==> config.mk <==
export PLATFORM = sky130hd
export DESIGN_NAME = seg_led_scan_decoder
export DESIGN_NICKNAME = d
export VERILOG_FILES = /design/src/rtl/seg_led_scan_decoder.sv
export SDC_FILE = /design/constraint.sdc
export NUM_CORES = 1
export LEC_CHECK = 0
export BUFFER_PORTS_ARGS = -buffer_cell sky130_fd_sc_hd__buf_4
export CORE_MARGIN = 3
export CORE_UTILIZATION = 45
export DETAILED_ROUTE_END_ITERATION = 10
export GPL_TIMING_DRIVEN = 0
export PLACE_DENSITY_LB_ADDON = 0.12
export SLEW_MARGIN = 15
export SYNTH_ARGS = -nofsm -noshare
export SYNTH_HDL_FRONTEND = slang
export SYNTH_SLANG_ARGS = --single-unit
==> constraint.sdc <==
create_clock -name sys_clk -period 5 [get_ports sys_clk]
set_input_delay 0.75 -clock sys_clk [delete_from_list [all_inputs] [get_ports sys_clk]]
set_output_delay 0.75 -clock sys_clk [all_outputs]
set_load 0.01 [all_outputs]
==> src/rtl/seg_led_scan_decoder.sv <==
// seg_led_scan_decoder
// Receive side of the multiplexed seven-segment bus. Samples sel/seg_led,
// waits for each digit dwell to settle, decodes the active-low pattern back
// to a hex nibble and publishes a complete frame once every digit is seen.
module seg_led_scan_decoder #(
    parameter int DIGITS     = 6,
    parameter int STABLE_CYC = 16
) (
    input  logic                  sys_clk,
    input  logic                  sys_rst_n,
    input  logic [DIGITS-1:0]     sel,
    input  logic [7:0]            seg_led,
    output logic [4*DIGITS-1:0]   data,
    output logic [DIGITS-1:0]     point,
    output logic [DIGITS-1:0]     blank,
    output logic                  frame_valid,
    output logic                  seg_err,
    output logic                  sel_err
);

    localparam int CNT_W = $clog2(STABLE_CYC);
    localparam logic [CNT_W-1:0] CNT_MAX = CNT_W'(STABLE_CYC - 1);
    localparam int IDX_W = $clog2(DIGITS);
    localparam int LOW_W = $clog2(DIGITS + 1);

    typedef enum logic [1:0] {
        IDLE  = 2'd0,
        TRACK = 2'd1,
        HOLD  = 2'd2
    } state_t;

    typedef struct packed {
        logic       hit;
        logic       dark;
        logic [3:0] nib;
    } dec_t;

    // Active-low segment table; anything not listed is an illegal pattern.
    function automatic dec_t decode_seg(input logic [6:0] pat);
        dec_t r;
        r = '{hit: 1'b1, dark: 1'b0, nib: 4'h0};
        case (pat)
            7'h40: r.nib = 4'h0;
            7'h79: r.nib = 4'h1;
            7'h24: r.nib = 4'h2;
            7'h30: r.nib = 4'h3;
            7'h19: r.nib = 4'h4;
            7'h12: r.nib = 4'h5;
            7'h02: r.nib = 4'h6;
            7'h78: r.nib = 4'h7;
            7'h00: r.nib = 4'h8;
            7'h10: r.nib = 4'h9;
            7'h08: r.nib = 4'hA;
            7'h03: r.nib = 4'hB;
            7'h46: r.nib = 4'hC;
            7'h21: r.nib = 4'hD;
            7'h06: r.nib = 4'hE;
            7'h0E: r.nib = 4'hF;
            7'h7F: r.dark = 1'b1;
            default: r.hit = 1'b0;
        endcase
        return r;
    endfunction

    logic [DIGITS-1:0]   sel_meta, sel_s, sel_prev;
    logic [7:0]          seg_meta, seg_s, seg_prev;
    logic [CNT_W-1:0]    cnt;
    state_t              state, state_next;
    logic                accept;
    logic                same;
    logic                sel_idle;
    logic [LOW_W-1:0]    low_cnt;
    logic [IDX_W-1:0]    low_idx;
    logic                one_cold;
    dec_t                dec;
    logic                store;
    logic [DIGITS-1:0]   mask, mask_next;
    logic                mask_full;
    logic [4*DIGITS-1:0] shadow_data;
    logic [DIGITS-1:0]   shadow_point;
    logic [DIGITS-1:0]   shadow_blank;

    // Two-stage synchroniser; resets to the idle bus value (all dark, no digit selected).
    // NOTE: sequential state uses non-blocking (<=) so every flop samples pre-edge values.
    always_ff @(posedge sys_clk or negedge sys_rst_n) begin
        if (!sys_rst_n) begin
            sel_meta <= '1;
            sel_s    <= '1;
            seg_meta <= '1;
            seg_s    <= '1;
        end else begin
            sel_meta <= sel;
            sel_s    <= sel_meta;
            seg_meta <= seg_led;
            seg_s    <= seg_meta;
        end
    end

    assign same     = (sel_s == sel_prev) && (seg_s == seg_prev);
    assign sel_idle = &sel_s;

    // Previous sample and saturating stability counter.
    always_ff @(posedge sys_clk or negedge sys_rst_n) begin
        if (!sys_rst_n) begin
            sel_prev <= '1;
            seg_prev <= '1;
            cnt      <= '0;
        end else begin
            sel_prev <= sel_s;
            seg_prev <= seg_s;
            if (!same) begin
                cnt <= '0;
            end else if (cnt != CNT_MAX) begin
                cnt <= cnt + CNT_W'(1);
            end
        end
    end

    // FSM state register.
    always_ff @(posedge sys_clk or negedge sys_rst_n) begin
        if (!sys_rst_n) begin
            state <= IDLE;
        end else begin
            state <= state_next;
        end
    end

    // Next-state logic; accept fires once per settled dwell, then HOLD blocks re-accepts.
    // NOTE: every always_comb output gets a default first so no path infers a latch.
    always_comb begin
        state_next = state;
        accept     = 1'b0;
        case (state)
            IDLE: begin
                if (!sel_idle) state_next = TRACK;
            end
            TRACK: begin
                if (!same) begin
                    state_next = sel_idle ? IDLE : TRACK;
                end else if (cnt == CNT_MAX) begin
                    accept     = 1'b1;
                    state_next = HOLD;
                end
            end
            HOLD: begin
                if (!same) state_next = sel_idle ? IDLE : TRACK;
            end
            default: state_next = IDLE;
        endcase
    end

    // Classify the select bus: how many bits are low and which one (last found).
    always_comb begin
        low_cnt = '0;
        low_idx = '0;
        for (int i = 0; i < DIGITS; i++) begin
            if (!sel_s[i]) begin
                low_cnt = low_cnt + LOW_W'(1);
                low_idx = IDX_W'(i);
            end
        end
    end

    assign one_cold  = (low_cnt == LOW_W'(1));
    assign dec       = decode_seg(seg_s[6:0]);
    assign store     = accept && one_cold && dec.hit;
    assign mask_full = &mask;

    // Mask clears on the commit cycle; a newly stored digit sets its bit.
    always_comb begin
        mask_next = mask_full ? '0 : mask;
        if (store) mask_next[low_idx] = 1'b1;
    end

    // Shadow capture, error pulses and atomic frame commit.
    // NOTE: the shadow store is reset on purpose so a reset mid-frame leaves no stale digits.
    always_ff @(posedge sys_clk or negedge sys_rst_n) begin
        if (!sys_rst_n) begin
            mask         <= '0;
            shadow_data  <= '0;
            shadow_point <= '0;
            shadow_blank <= '0;
            data         <= '0;
            point        <= '0;
            blank        <= '0;
            frame_valid  <= 1'b0;
            seg_err      <= 1'b0;
            sel_err      <= 1'b0;
        end else begin
            frame_valid <= 1'b0;
            seg_err     <= 1'b0;
            sel_err     <= 1'b0;
            mask        <= mask_next;
            if (mask_full) begin
                data        <= shadow_data;
                point       <= shadow_point;
                blank       <= shadow_blank;
                frame_valid <= 1'b1;
            end
            if (accept) begin
                if (!one_cold) begin
                    sel_err <= 1'b1;
                end else if (!dec.hit) begin
                    seg_err <= 1'b1;
                end else begin
                    shadow_data[int'(low_idx)*4 +: 4] <= dec.nib;
                    shadow_point[low_idx]             <= ~seg_s[7];
                    shadow_blank[low_idx]             <= dec.dark;
                end
            end
        end
    end

endmodule

# [Word-level counts from Yosys, hierarchy flattened]
# Index checks and enable logic that the tools add are counted.
[classes] add_sub_neg=7 n_mux=38 n_div=0 magnitude_cmp=2 n_mul=0 n_reduce_logical=11 n_bitwise=2 shift=2 eq_ne=27
[op_table] op="4-bit one-hot mux with 15 select lines" n=1
[op_table] op="7-bit == test (second input constant)" n=5
[op_table] op="5-bit negation with 33-bit output" n=1
[op_table] op="4-bit by 33-bit variable shift with 24-bit output (first input constant)" n=1
[op_table] op="4-bit by 33-bit variable part select with 24-bit output" n=1
[op_table] op="3-bit two-way mux" n=9
[op_table] op="24-bit bitwise mux" n=1
[op_table] op="7-bit by 5-bit == test with 1-bit output (second input constant)" n=3
[op_table] op="7-bit by 6-bit == test with 1-bit output (second input constant)" n=3
[op_table] op="17-bit OR reduction" n=1
[op_table] op="3-bit by 1-bit adder with 3-bit output (second input constant)" n=5
[op_table] op="1-bit two-way mux" n=15
[op_table] op="7-bit by 2-bit == test with 1-bit output (second input constant)" n=2
[op_table] op="7-bit by 4-bit == test with 1-bit output (second input constant)" n=2
[op_table] op="6-bit bitwise mux" n=2
[op_table] op="6-bit two-way mux" n=2
[op_table] op="6-bit AND reduction" n=2
[op_table] op="8-bit == test" n=1
[op_table] op="2-bit two-way mux" n=4
[op_table] op="4-bit two-way mux" n=2
[op_table] op="7-bit by 3-bit == test with 1-bit output (second input constant)" n=1
[op_table] op="7-bit logical NOT" n=1
[op_table] op="6-bit == test" n=1
[op_table] op="6-bit bitwise OR" n=1
[op_table] op="17 further kinds" n=22
[totals] elab_cells=107 output_inout_bits=39 romBits=0 ramBits=0 latch_bits=0 memories=0 inputBits=16 reg_bits=129

# [Logic depth before layout (Yosys ltp)]
# Gate-level depths: netlist of run 1.
[depth] ltp_word=15 depth_mapped=17 ltp_nobuf=15

# [Worst setup path before layout of run 1]
# No wires, ideal clock.
[synth_path] path_kind="reg-to-reg" from="reg sel_s[1]" to="reg shadow_data[12]" t_required_ps=4875 arrival_ps=4010 stages_incl_launch_ff=17 setup_slack_ps=865 setup_ps=125 path_cell_list="dfstp_2 > inv_1 > ha_1 > xnor2_1 > ha_1 > mux2_2 > ha_1 > mux2_2 > ha_1 > nor2b_1 > xnor2_1 > xnor2_1 > nand2_2 > buf_6 > or4_1 > buf_2 > mux2_4"
[synth_between] elab_chain_cells=11
[synth_rtl] item="from (decl)" line="65" source="logic [DIGITS-1:0] sel_meta, sel_s, sel_prev;"
[synth_rtl] item="from (signal assigned)" line="93" source="sel_s <= sel_meta;"
[synth_rtl] item="3-bit two-way mux" line="157" source="if (!sel_s[i]) begin"
[synth_rtl] item="3-bit by 1-bit adder with 3-bit output" line="158" source="low_cnt = low_cnt + LOW_W'(1);"
[synth_rtl] item="3-bit two-way mux" line="157"
[synth_rtl] item="3-bit by 1-bit adder with 3-bit output" line="158"
[synth_rtl] item="3-bit two-way mux" line="157"
[synth_rtl] item="3-bit by 1-bit adder with 3-bit output" line="158"
[synth_rtl] item="3-bit two-way mux" line="157"
[synth_rtl] item="3-bit by 1-bit adder with 3-bit output" line="158"
[synth_rtl] item="3-bit two-way mux" line="157"
[synth_rtl] item="3-bit by 1-bit == test with 1-bit output" line="164" source="assign one_cold = (low_cnt == LOW_W'(1));"
[synth_rtl] item="3-bit AND reduction (no source line)"
[synth_rtl] item="to (signal, indexed assignment)" line="206" source="shadow_data[int'(low_idx)*4 +: 4] <= dec.nib;"
[synth_rtl] item="to (decl)" line="79" source="logic [4*DIGITS-1:0] shadow_data;"
# Several ways; a longest one is shown, not always the timed one.
# A chain may end at the register's enable or synchronous reset.

# [Final worst setup path of run 1]
[layout_path] from="reg sel_s[1]" to="reg shadow_blank[3]"
[layout_between] elab_chain_cells=11
[layout_rtl] item="3-bit two-way mux" line="157"
[layout_rtl] item="3-bit by 1-bit adder with 3-bit output" line="158"
[layout_rtl] item="3-bit two-way mux" line="157"
[layout_rtl] item="3-bit by 1-bit adder with 3-bit output" line="158"
[layout_rtl] item="3-bit two-way mux" line="157"
[layout_rtl] item="3-bit by 1-bit adder with 3-bit output" line="158"
[layout_rtl] item="3-bit two-way mux" line="157"
[layout_rtl] item="3-bit by 1-bit adder with 3-bit output" line="158"
[layout_rtl] item="3-bit two-way mux" line="157"
[layout_rtl] item="3-bit by 1-bit == test with 1-bit output" line="164"
[layout_rtl] item="3-bit AND reduction (no source line)"
[layout_rtl] item="to (signal, indexed assignment)" line="208" source="shadow_blank[low_idx] <= dec.dark;"
[layout_rtl] item="to (decl)" line="81" source="logic [DIGITS-1:0] shadow_blank;"
# Several ways; a longest one is shown, not always the timed one.

==> results of run 1 <==
## synthesized netlist by cell type, types with 2 or more instances
master	n
a21oi_1	7
nor4_1	8
nand2b_1	8
nor3_1	9
nand2_1	106
dfrtp_1	87
or2_2	3
and3_1	3
buf_6	2
xnor2_1	9
inv_1	19
buf_2	10
dfstp_2	42
nor3b_1	2
or3b_2	2
nand4_1	3
nor2b_1	6
clkbuf_1	11
buf_1	2
nor2_1	27
or4_1	5
a21o_1	7
ha_1	9
nand3b_1	4
xor2_1	14
nor4_4	3
mux2_2	23
nand3_1	10
mux2_4	4
o21ai_0	15
mux2i_1	12
## through the flow
stage / worst slack (ns) / std cells
2_1_floorplan: 0.8650 / 501
3_3_place_gp: 0.2992 / 723
3_5_place_dp: 0.2153 / 724
4_1_cts: 0.2002 / 756
5_1_grt: 0.03593 / 756
6_report: 0.3996 / 756
## critical path: stages (launching register included)
cell and delay [ns]:
dfstp_2 0.58, inv_1 0.10, ha_1 0.36, xnor2_1 0.23, ha_1 0.27, mux2_2 0.28, ha_1 0.28, mux2_2 0.27
ha_1 0.17, nor2b_1 0.13, xnor2_1 0.15, xnor2_1 0.30, nand2_2 0.11, buf_6 0.17, nor4_1 0.68, mux2_2 0.41
## power by group through the flow
stage / Sequential [W] / Combinational (W) / Clock, W
2_1_floorplan: 0.00110 / 0.000112 / 0
3_3_place_gp: 0.00110 / 0.000161 / 0
3_5_place_dp: 0.00110 / 0.000168 / 0
4_1_cts: 0.00109 / 0.000169 / 0.00124
5_1_grt: 0.00109 / 0.000190 / 0.00128
6_report: 0.00109 / 0.000169 / 0.00122
## cell usage in the layout, fill, tap and decap left out, types with 2 or more instances in the layout
master | Yosys | routed
clkbuf_16 | 0 | 17
buf_2 | 10 | 10
buf_1 | 2 | 2
buf_4 | 1 | 54
nand2b_1 | 8 | 8
or3b_2 | 2 | 2
clkbuf_1 | 11 | 17
ha_1 | 9 | 9
bufinv_16 | 0 | 2
nor2b_1 | 6 | 6
dfrtp_1 | 87 | 87
a21oi_1 | 7 | 7
nand3_1 | 10 | 10
nand2_1 | 106 | 106
buf_6 | 2 | 3
nor4_2 | 1 | 3
or2_2 | 3 | 3
nor4_4 | 3 | 3
dfstp_2 | 42 | 42
nand4_1 | 3 | 3
nor3_1 | 9 | 9
or4_1 | 5 | 5
nor2_1 | 27 | 27
nor4_1 | 8 | 6
mux2_4 | 4 | 4
xor2_1 | 14 | 14
and3_1 | 3 | 3
mux2i_1 | 12 | 12
xnor2_1 | 9 | 9
o21ai_0 | 15 | 15
inv_1 | 19 | 19
nor3b_1 | 2 | 2
clkbuf_8 | 0 | 5
mux2_2 | 23 | 23
nand3b_1 | 4 | 4
a21o_1 | 7 | 7
## metal layers
| metal | up-vias | GRT usage (%) | routed length (um) |
|---|---|---|---|
| met2 | 94 | 27.13 | 5060 |
| li1 | 1827 | - | - |
| met3 | 22 | 4.901 | 450 |
| met5 | - | 0 | 0 |
| met4 | 0 | 6.447 | 252 |
| met1 | 1833 | 21.32 | 5018 |
## worst min path at each step
stage | to | slack, ns | start
global route | point[1]$_DFFE_PN0P_ | 0.31 | sys_rst_n
detailed placement | seg_s[5]$_DFF_PN1_ | 0.35 | seg_meta[5]$_DFF_PN1_
finish | point[1]$_DFFE_PN0P_ | 0.29 | sys_rst_n
floorplan | seg_s[0]$_DFF_PN1_ | 0.35 | seg_meta[0]$_DFF_PN1_
CTS | shadow_point[3]$_DFFE_PN0P_ | 0.29 | sys_rst_n
global placement | sel_s[3]$_DFF_PN1_ | 0.35 | sel_meta[3]$_DFF_PN1_
## sequential cells by signal, summed over array words and instances, names as in the netlist, 8 cells and up
| signal | cells |
|---|---|
| seg_prev | 8 |
| seg_s | 8 |
| data | 24 |
| shadow_data | 24 |
| seg_meta | 8 |
## logic make-up after synthesis
family | share of synthesized area (%)
AND/OR/NAND/NOR | 19.13
flip-flops | 58.33
buffers and inverters | 3.626
AO/OA/AOI/OAI | 4.694
multiplexers | 8.009
XOR/XNOR | 4.027
adder cells (fa/ha/maj) | 2.180
## timing repair
item,in CTS,in global routing
gates resized for setup,0,2
endpoints found under the setup margin,0,2
hold buffers,0,0
## final cells by class
cell class	instances	area, um2	area share [%]
Sequential cell	129	3281	47.72
Clock buffer	28	516.7	7.517
Tap cell	168	210.2	3.058
Timing Repair Buffer	55	436.7	6.352
Clock inverter	4	73.82	1.074
Buffer	26	128.9	1.875
Multi-Input combinational cell	326	2152	31.31
Inverter	20	75.07	1.092
==> reports/qor.txt, run 1 <==
number of H-tree levels: 4
R2R Path Start: sel_s[1]$_DFF_PN1_
Port Buffers: 54
Post-route DRC: 0
CP Class: reg -> reg
Max Freq: 217.4 MHz
endpoints failing setup: 0
net switching power figure: 0.0005290 W
fin. max-slew vios: 0
Area after DPL: 0.006271 mm2
Reg2Reg Depth: 15
Post-synth EDFFs: 0
Area growth syn-to-layout: 22.22%
Post-Syn Nets: 526
fillers: 1097
Final min period: 4.600 ns
final net count: 600
VDD IR max: 279.6 uV
Worst-Skew Late Latency: 0.41 ns
post-synth cell types: 60
Reg clk slew, reported paths: 0.05 ns
Chip Width: 117.8 um
antenna violations before repair: 0
total CTS buffers: 17
post-route ant nets: 0
clock skew: 0.006366 ns
post-synthesis sequential area ratio: 58.33%
CTS tree: done
Tcrit/Tclk final: 92.01%
post-synth top area share: 38.71%
Tot Pwr: 0.002472 W
first-pass GRT wire length: 18640 um
GP Congestion: 0.7836
Die Height: 117.8 um
worst reg2reg endpoint: shadow_blank[3]$_DFFE_PN0P_
Pwr Density: 359.6 mW/mm2
sw frac: 21.40%
Tot GR Track Use: 16.75%
Worst Setup SP: sel_s[1]$_DFF_PN1_
part of the power in combinational logic: 6.8%
total number of vias: 3776
LEAKAGE: 3.339 nW
post-synth top area cell: dfrtp_1
CTS sink count: 129
Yosys warnings: 0
prevailing post-synth register cell: dfrtp_1
mean number of vias per cell: 4.995
CP Launch Type: register
post-synthesis cell area: 0.005624 mm2
worst-case clock buffer depth: 2
core area: 0.01211 mm2
Seq pwr share: 43.9%
CP Max Fanout: 10
row count: 40
routed len/inst: 14.26 um
DRT iter0 DRCs: 192
Worst-Margin Slew: 0.8056 ns
CP arrival: 4.90 ns
maximum number of pins on one net before global-route repair: 78
Hold Path Class: in -> async
share of cells above drive strength 1: 31.12%
Worst EP required: 5.30 ns
Setup Buffers After CTS: 0
synthesized flop and latch total: 129
Die Footprint: 0.01388 mm2
R2R Setup Slk: 0.40 ns
Synth Area per Inst: 11.23 um2
cell internal pwr: 0.001943 W
Fin Setup TNS: 0 ns
Hold Vio Cnt, Final: 0
Rel. slew slack: 45.80%
Worst Setup End Kind: register
RSZ-0062 raised after global routing: no
Mapped Cells: 501
DPL Wire Length: 7652 um
Clk network pwr share: 49.2%
Hold WS: 0.2930 ns
worst setup path endpoint: shadow_blank[3]$_DFFE_PN0P_
max cap viols: 0
final wirelength: 10780 um
Initial Util: 46.44%
fin area: 0.006874 mm2
fin util: 56.76%
grt total ovfl: 0
Top Ports: 55
status: completed
ys async rst share: 100.0%
CTS root buf: clkbuf_16
antenna diode count: 0
vias in the first global route: 3845
Pre-Repair DR Iteration Count: 4
largest cells by area after synthesis: dfrtp_1, dfstp_2, nand2_1, mux2_2, xor2_1
Note: power is estimated with default switching activity, not from simulation.
==> run 2: changes to the inputs <==
- RECOVER_POWER: default -> 50
==> run 2 against run 1 <==
- the flow now finishes with violations (capacitance limit, slew limit)
- critical path depth did not move
- cell count stayed put
- clock skew about the same
- core utilization decreased by 0.25 points
- total power down 0.22%
- first-iteration DRC count up 16%
- critical endpoint unchanged
==> reports/qor.txt, run 2 (synthesis results as in run 1) <==
status: complete, but fails checks
failing checks: capacitance limit, slew limit
CTS tree: done
sw frac: 21.43%
Worst path max stage delay: 0.71 ns
Hold Vio Cnt, Final: 0
DPL Wire Length: 7652 um
Worst Setup End Kind: register
Rel. slew slack: -71.75%
Worst-Margin Slew: 2.576 ns
Area after DPL: 0.006271 mm2
total number of vias: 3777
endpoints failing setup: 0
clock skew: 0.006396 ns
final wirelength: 10760 um
DRT iter0 DRCs: 222
post-route ant nets: 0
worst-case clock buffer depth: 2
grt total ovfl: 0
CP delay by family, top: adder cells
CP Class: reg -> reg
Worst EP required: 5.30 ns
Setup Buffers After CTS: 0
Tcrit/Tclk final: 92.69%
Worst-Skew Late Latency: 0.42 ns
Initial Util: 46.44%
max cap viols: 2
Place WS: 0.2153 ns
Critical path buffers and inverters: 2
mean number of vias per cell: 4.996
number of H-tree levels: 4
Hold Path Class: reg -> reg
row count: 40
VDD IR max: 278.4 uV
CP arrival: 4.93 ns
CP Launch Type: register
antenna diode count: 0
share of cells above drive strength 1: 29.42%
Seq pwr share: 44.0%
Slowest-stage cell, CP: nor4_1
Max Freq: 215.8 MHz
Top Ports: 55
Post-route DRC: 0
CTS sink count: 129
Pwr Density: 360.4 mW/mm2
Pre-Repair DR Iteration Count: 4
CP Max Fanout: 10
maximum number of pins on one net before global-route repair: 78
total CTS buffers: 17
Port Buffers: 54
Regs by FF count: data: 24 flops, shadow_data: 24 flops
part of the power in combinational logic: 6.7%
Area growth syn-to-layout: 21.69%
final net count: 600
Tot GR Track Use: 16.75%
Reg clk slew, reported paths: 0.05 ns
Chip Width: 117.8 um
vias in the first global route: 3845
Die Height: 117.8 um
final worst slack: 0.3654 ns
GP Congestion: 0.7836
fin. max-slew vios: 132
Final min period: 4.635 ns
fin area: 0.006844 mm2
core area: 0.01211 mm2
RSZ-0062 raised after global routing: no
most frequent cells in the layout: nand2_1, dfrtp_1, buf_4, dfstp_2, nor2_1
Clk network pwr share: 49.3%
LEAKAGE: 3.317 nW
Fin Setup TNS: 0 ns
cell internal pwr: 0.001938 W
Die Footprint: 0.01388 mm2
CTS root buf: clkbuf_16
antenna violations before repair: 0
post-CTS resize count: 0
net switching power figure: 0.0005287 W
Most common cell on crit path: ha_1
hold buffer count at CTS: 0
commonest non-fill, non-tap cell in the layout: nand2_1
fin util: 56.51%
routed len/inst: 14.23 um
worst-path cell chain: inv_1, ha_1, xnor2_1, ha_1, mux2_2, ha_1, mux2_2, ha_1, nor2b_1, xnor2_1, xnor2_1, nand2_2, buf_6, nor4_1, mux2_2
first-pass GRT wire length: 18640 um
-- run 2: cell count changes in the layout (fill, tap and decap cells not counted) --
cell and delta:
buf_4 -14, clkbuf_4 +14, dfstp_1 +9, dfstp_2 -9, buf_16 -1, buf_6 -1, clkbuf_1 +1, clkbuf_2 +1
-- run 2: worst paths after layout --
check	from	endpoint	slack (ns)	depth (start not counted)
setup reg to reg	sel_s[1]$_DFF_PN1_	shadow_blank[3]$_DFFE_PN0P_	0.37	15
min in group asynchronous	sys_rst_n	point[1]$_DFFE_PN0P_	1.16	1
hold / removal	sel_meta[1]$_DFF_PN1_	sel_s[1]$_DFF_PN1_	0.35	0
hold reg to reg	sel_meta[1]$_DFF_PN1_	sel_s[1]$_DFF_PN1_	0.35	0
setup / recovery	sel_s[1]$_DFF_PN1_	shadow_blank[3]$_DFFE_PN0P_	0.37	15
max in group asynchronous	sys_rst_n	shadow_data[10]$_DFFE_PN0P_	0.98	2
-- run 2: stage by stage --
step                hold WS, ns  cells  power (W)
global placement         0.3457    723   0.001263
CTS                      0.2908    756   0.002498
detailed placement       0.3468    724   0.001271
global route             0.3534    756   0.002554
floorplan                0.3452    501   0.001212
finish                   0.3518    756   0.002467
-- run 2: layout make-up --
class	count	area (um2)
Timing Repair Buffer	55	406.6
Clock buffer	28	516.7
Inverter	20	75.07
Buffer	26	128.9
Sequential cell	129	3281
Fill cell	1102	5268
Multi-Input combinational cell	326	2152
Tap cell	168	210.2
Clock inverter	4	73.82
-- run 2: worst register-to-register path: stages, from the launching register on --
cell and delay, ns:
dfstp_2 0.58, inv_1 0.10, ha_1 0.36, xnor2_1 0.23, ha_1 0.27, mux2_2 0.28
ha_1 0.29, mux2_2 0.27, ha_1 0.17, nor2b_1 0.13, xnor2_1 0.15, xnor2_1 0.30
nand2_2 0.11, buf_6 0.17, nor4_1 0.71, mux2_2 0.41
-- run 2: power by group through the flow --
stage	combinational [W]	clock, W	sequential [W]
3_5_place_dp	0.000168	0	0.00110
5_1_grt	0.000187	0.00128	0.00109
4_1_cts	0.000169	0.00124	0.00109
3_3_place_gp	0.000161	0	0.00110
2_1_floorplan	0.000112	0	0.00110
6_report	0.000165	0.00122	0.00108
-- run 2: layer usage --
| metal | vias to the layer above | GRT usage [%] | part of all wire, % | wire length [um] |
|---|---|---|---|---|
| li1 | 1824 | - | - | - |
| met1 | 1839 | 21.32 | 46 | 4998 |
| met2 | 94 | 27.13 | 47 | 5086 |
| met3 | 20 | 4.901 | 4.1 | 440 |
| met4 | 0 | 6.447 | 2.1 | 231 |
| met5 | - | 0 | 0 | 0 |
==> run 3: changes to the inputs <==
- REMOVE_ABC_BUFFERS: default -> 1
==> run 3 against run 2 <==
- the run still ends with capacitance limit, slew limit left
- clock power increased by 7%
- critical path depth shrank 1
- core utilization fell by 0.25 points
- total power up 3.1%
- flip-flop and latch count unchanged
- final area down 0.44%
- setup slack got worse by 0.084 ns
- clock skew grew 0.0047 ns
- maximum frequency shrank 1.8%
- critical path type unchanged
- largest power group unchanged
- highest routed layer unchanged
==> reports/qor.txt, run 3 (synthesis results as in run 1) <==
Worst Setup SP: sel_s[1]$_DFF_PN1_
core area: 0.01211 mm2
final net count: 576
routed len/inst: 13.89 um
fin area: 0.006814 mm2
number of H-tree levels: 4
Post-route DRC: 0
commonest non-fill, non-tap cell in the layout: nand2_1
Multi-input gate area: 0.002152 mm2
post-CTS resize count: 0
Chip Width: 117.8 um
failing checks: capacitance limit, slew limit
Tcrit/Tclk final: 94.36%
Hold Path Class: reg -> reg
CP Launch Type: register
Worst path max stage delay: 0.82 ns
maximum number of pins on one net before global-route repair: 69
worst-case clock buffer depth: 2
Setup Buffers After CTS: 0
Max Freq: 211.9 MHz
RSZ-0062 raised after global routing: no
R2R Setup Slk: 0.28 ns
FF/Latch Area: 0.003281 mm2
VDD IR max: 211.7 uV
worst setup path endpoint: shadow_blank[3]$_DFFE_PN0P_
clock skew: 0.01114 ns
DPL Wire Length: 6923 um
Port Buffers: 54
Area growth syn-to-layout: 21.16%
Worst EP required: 5.29 ns
endpoints failing setup: 0
vias in the first global route: 3656
Most common cell on crit path: ha_1
Slowest-stage cell, CP: nor4_1
CTS sink count: 129
Worst-Margin Slew: 3.433 ns
most frequent cells in the layout: nand2_1, dfrtp_1, buf_4, dfstp_2, nor2_1
CTS root buf: clkbuf_16
Area after DPL: 0.006177 mm2
DRT iter0 DRCs: 217
Seq pwr share: 43.2%
antenna diode count: 0
Clk network pwr share: 51.3%
total number of vias: 3597
CP arrival: 5.01 ns
mean number of vias per cell: 4.914
Tot GR Track Use: 16.17%
cell internal pwr: 0.002015 W
CP Max Fanout: 11
Die Footprint: 0.01388 mm2
fin util: 56.26%
Pwr Density: 373.3 mW/mm2
Worst-Skew Late Latency: 0.41 ns
Die Height: 117.8 um
share of cells above drive strength 1: 29.43%
worst-path cell chain: inv_1, ha_1, xnor2_1, ha_1, mux2_2, ha_1, mux2_2, ha_1, nor2b_1, xnor2_1, xnor2_1, nand2_2, nor4_1, mux2_2
total CTS buffers: 17
CP Class: reg -> reg
Rel. slew slack: -128.9%
sw frac: 20.78%
final wirelength: 10170 um
R2R Path Start: sel_s[1]$_DFF_PN1_
Final min period: 4.718 ns
row count: 40
Top Ports: 55
post-route ant nets: 0
part of the power in combinational logic: 5.5%
max cap viols: 1
Worst Setup End Kind: register
Reg clk slew, reported paths: 0.06 ns
Hold Vio Cnt, Final: 0
antenna violations before repair: 0
Reg2Reg Depth: 14
Initial Util: 46.44%
Fin Setup TNS: 0 ns
net switching power figure: 0.0005285 W
Regs by FF count: data: 24 flops, shadow_data: 24 flops
fin. max-slew vios: 68
CTS tree: done
first-pass GRT wire length: 18050 um
LEAKAGE: 3.302 nW
fillers: 1064
Pre-Repair DR Iteration Count: 4
grt total ovfl: 0
hold buffer count at CTS: 0
worst reg2reg endpoint: shadow_blank[3]$_DFFE_PN0P_
status: complete, but fails checks
GP Congestion: 0.9120
run 3: worst min path at each step:
stage | to | start | slack, ns | cells after the start
after CTS | data[0]$_DFFE_PN0P_ | sys_rst_n | 0.34 | 1
final | sel_s[0]$_DFF_PN1_ | sel_meta[0]$_DFF_PN1_ | 0.35 | 0
after floorplan | seg_s[0]$_DFF_PN1_ | seg_meta[0]$_DFF_PN1_ | 0.35 | 0
after global routing | sel_s[0]$_DFF_PN1_ | sel_meta[0]$_DFF_PN1_ | 0.36 | 0
after global placement | sel_s[1]$_DFF_PN1_ | sel_meta[1]$_DFF_PN1_ | 0.35 | 0
after detailed placement | seg_s[0]$_DFF_PN1_ | seg_meta[0]$_DFF_PN1_ | 0.35 | 0
run 3: final cells by class:
| type | count | area share, % |
|---|---|---|
| multi-input combinational | 326 | 31.58 |
| clock inverter | 10 | 2.277 |
| sequential | 129 | 48.15 |
| inverter | 20 | 1.102 |
| tap | 168 | 3.085 |
| timing repair buffer | 57 | 6.702 |
| clock buffer | 22 | 7.106 |
run 3: power by group through the flow:
stage	registers [W]	clock network, W	logic (W)
6_report	0.00110	0.00130	0.000141
4_1_cts	0.00110	0.00134	0.000145
2_1_floorplan	0.00111	0	0.0000922
3_3_place_gp	0.00112	0	0.000135
5_1_grt	0.00110	0.00139	0.000163
3_5_place_dp	0.00112	0	0.000144
run 3: critical path: cells and delay by family (launching register included):
family                   cells  cell delay [ns]
XOR/XNOR                     3             0.65
adder cells (fa/ha/maj)      4             1.08
buffers and inverters        1             0.10
flip-flops                   1             0.59
AND/OR/NAND/NOR              3             1.21
multiplexers                 3             0.97
run 3: stage by stage:
| stage | cells | hold WS [ns] | setup slack (ns) | power (W) |
|---|---|---|---|---|
| 2_1_floorplan | 475 | 0.3452 | 0.8291 | 0.001202 |
| 3_3_place_gp | 697 | 0.3454 | 0.3225 | 0.001252 |
| 3_5_place_dp | 700 | 0.3468 | 0.2641 | 0.001261 |
| 4_1_cts | 732 | 0.3440 | 0.2506 | 0.002586 |
| 5_1_grt | 732 | 0.3563 | 0.007448 | 0.002658 |
| 6_report | 732 | 0.3527 | 0.2818 | 0.002544 |
run 3: metal layers:
layer	vias up	track usage [%]	wire length, um
met4	0	6.960	141
met3	9	4.229	337
met2	57	25.37	4889
met1	1753	21.33	4796
met5	-	0	0
li1	1778	-	-
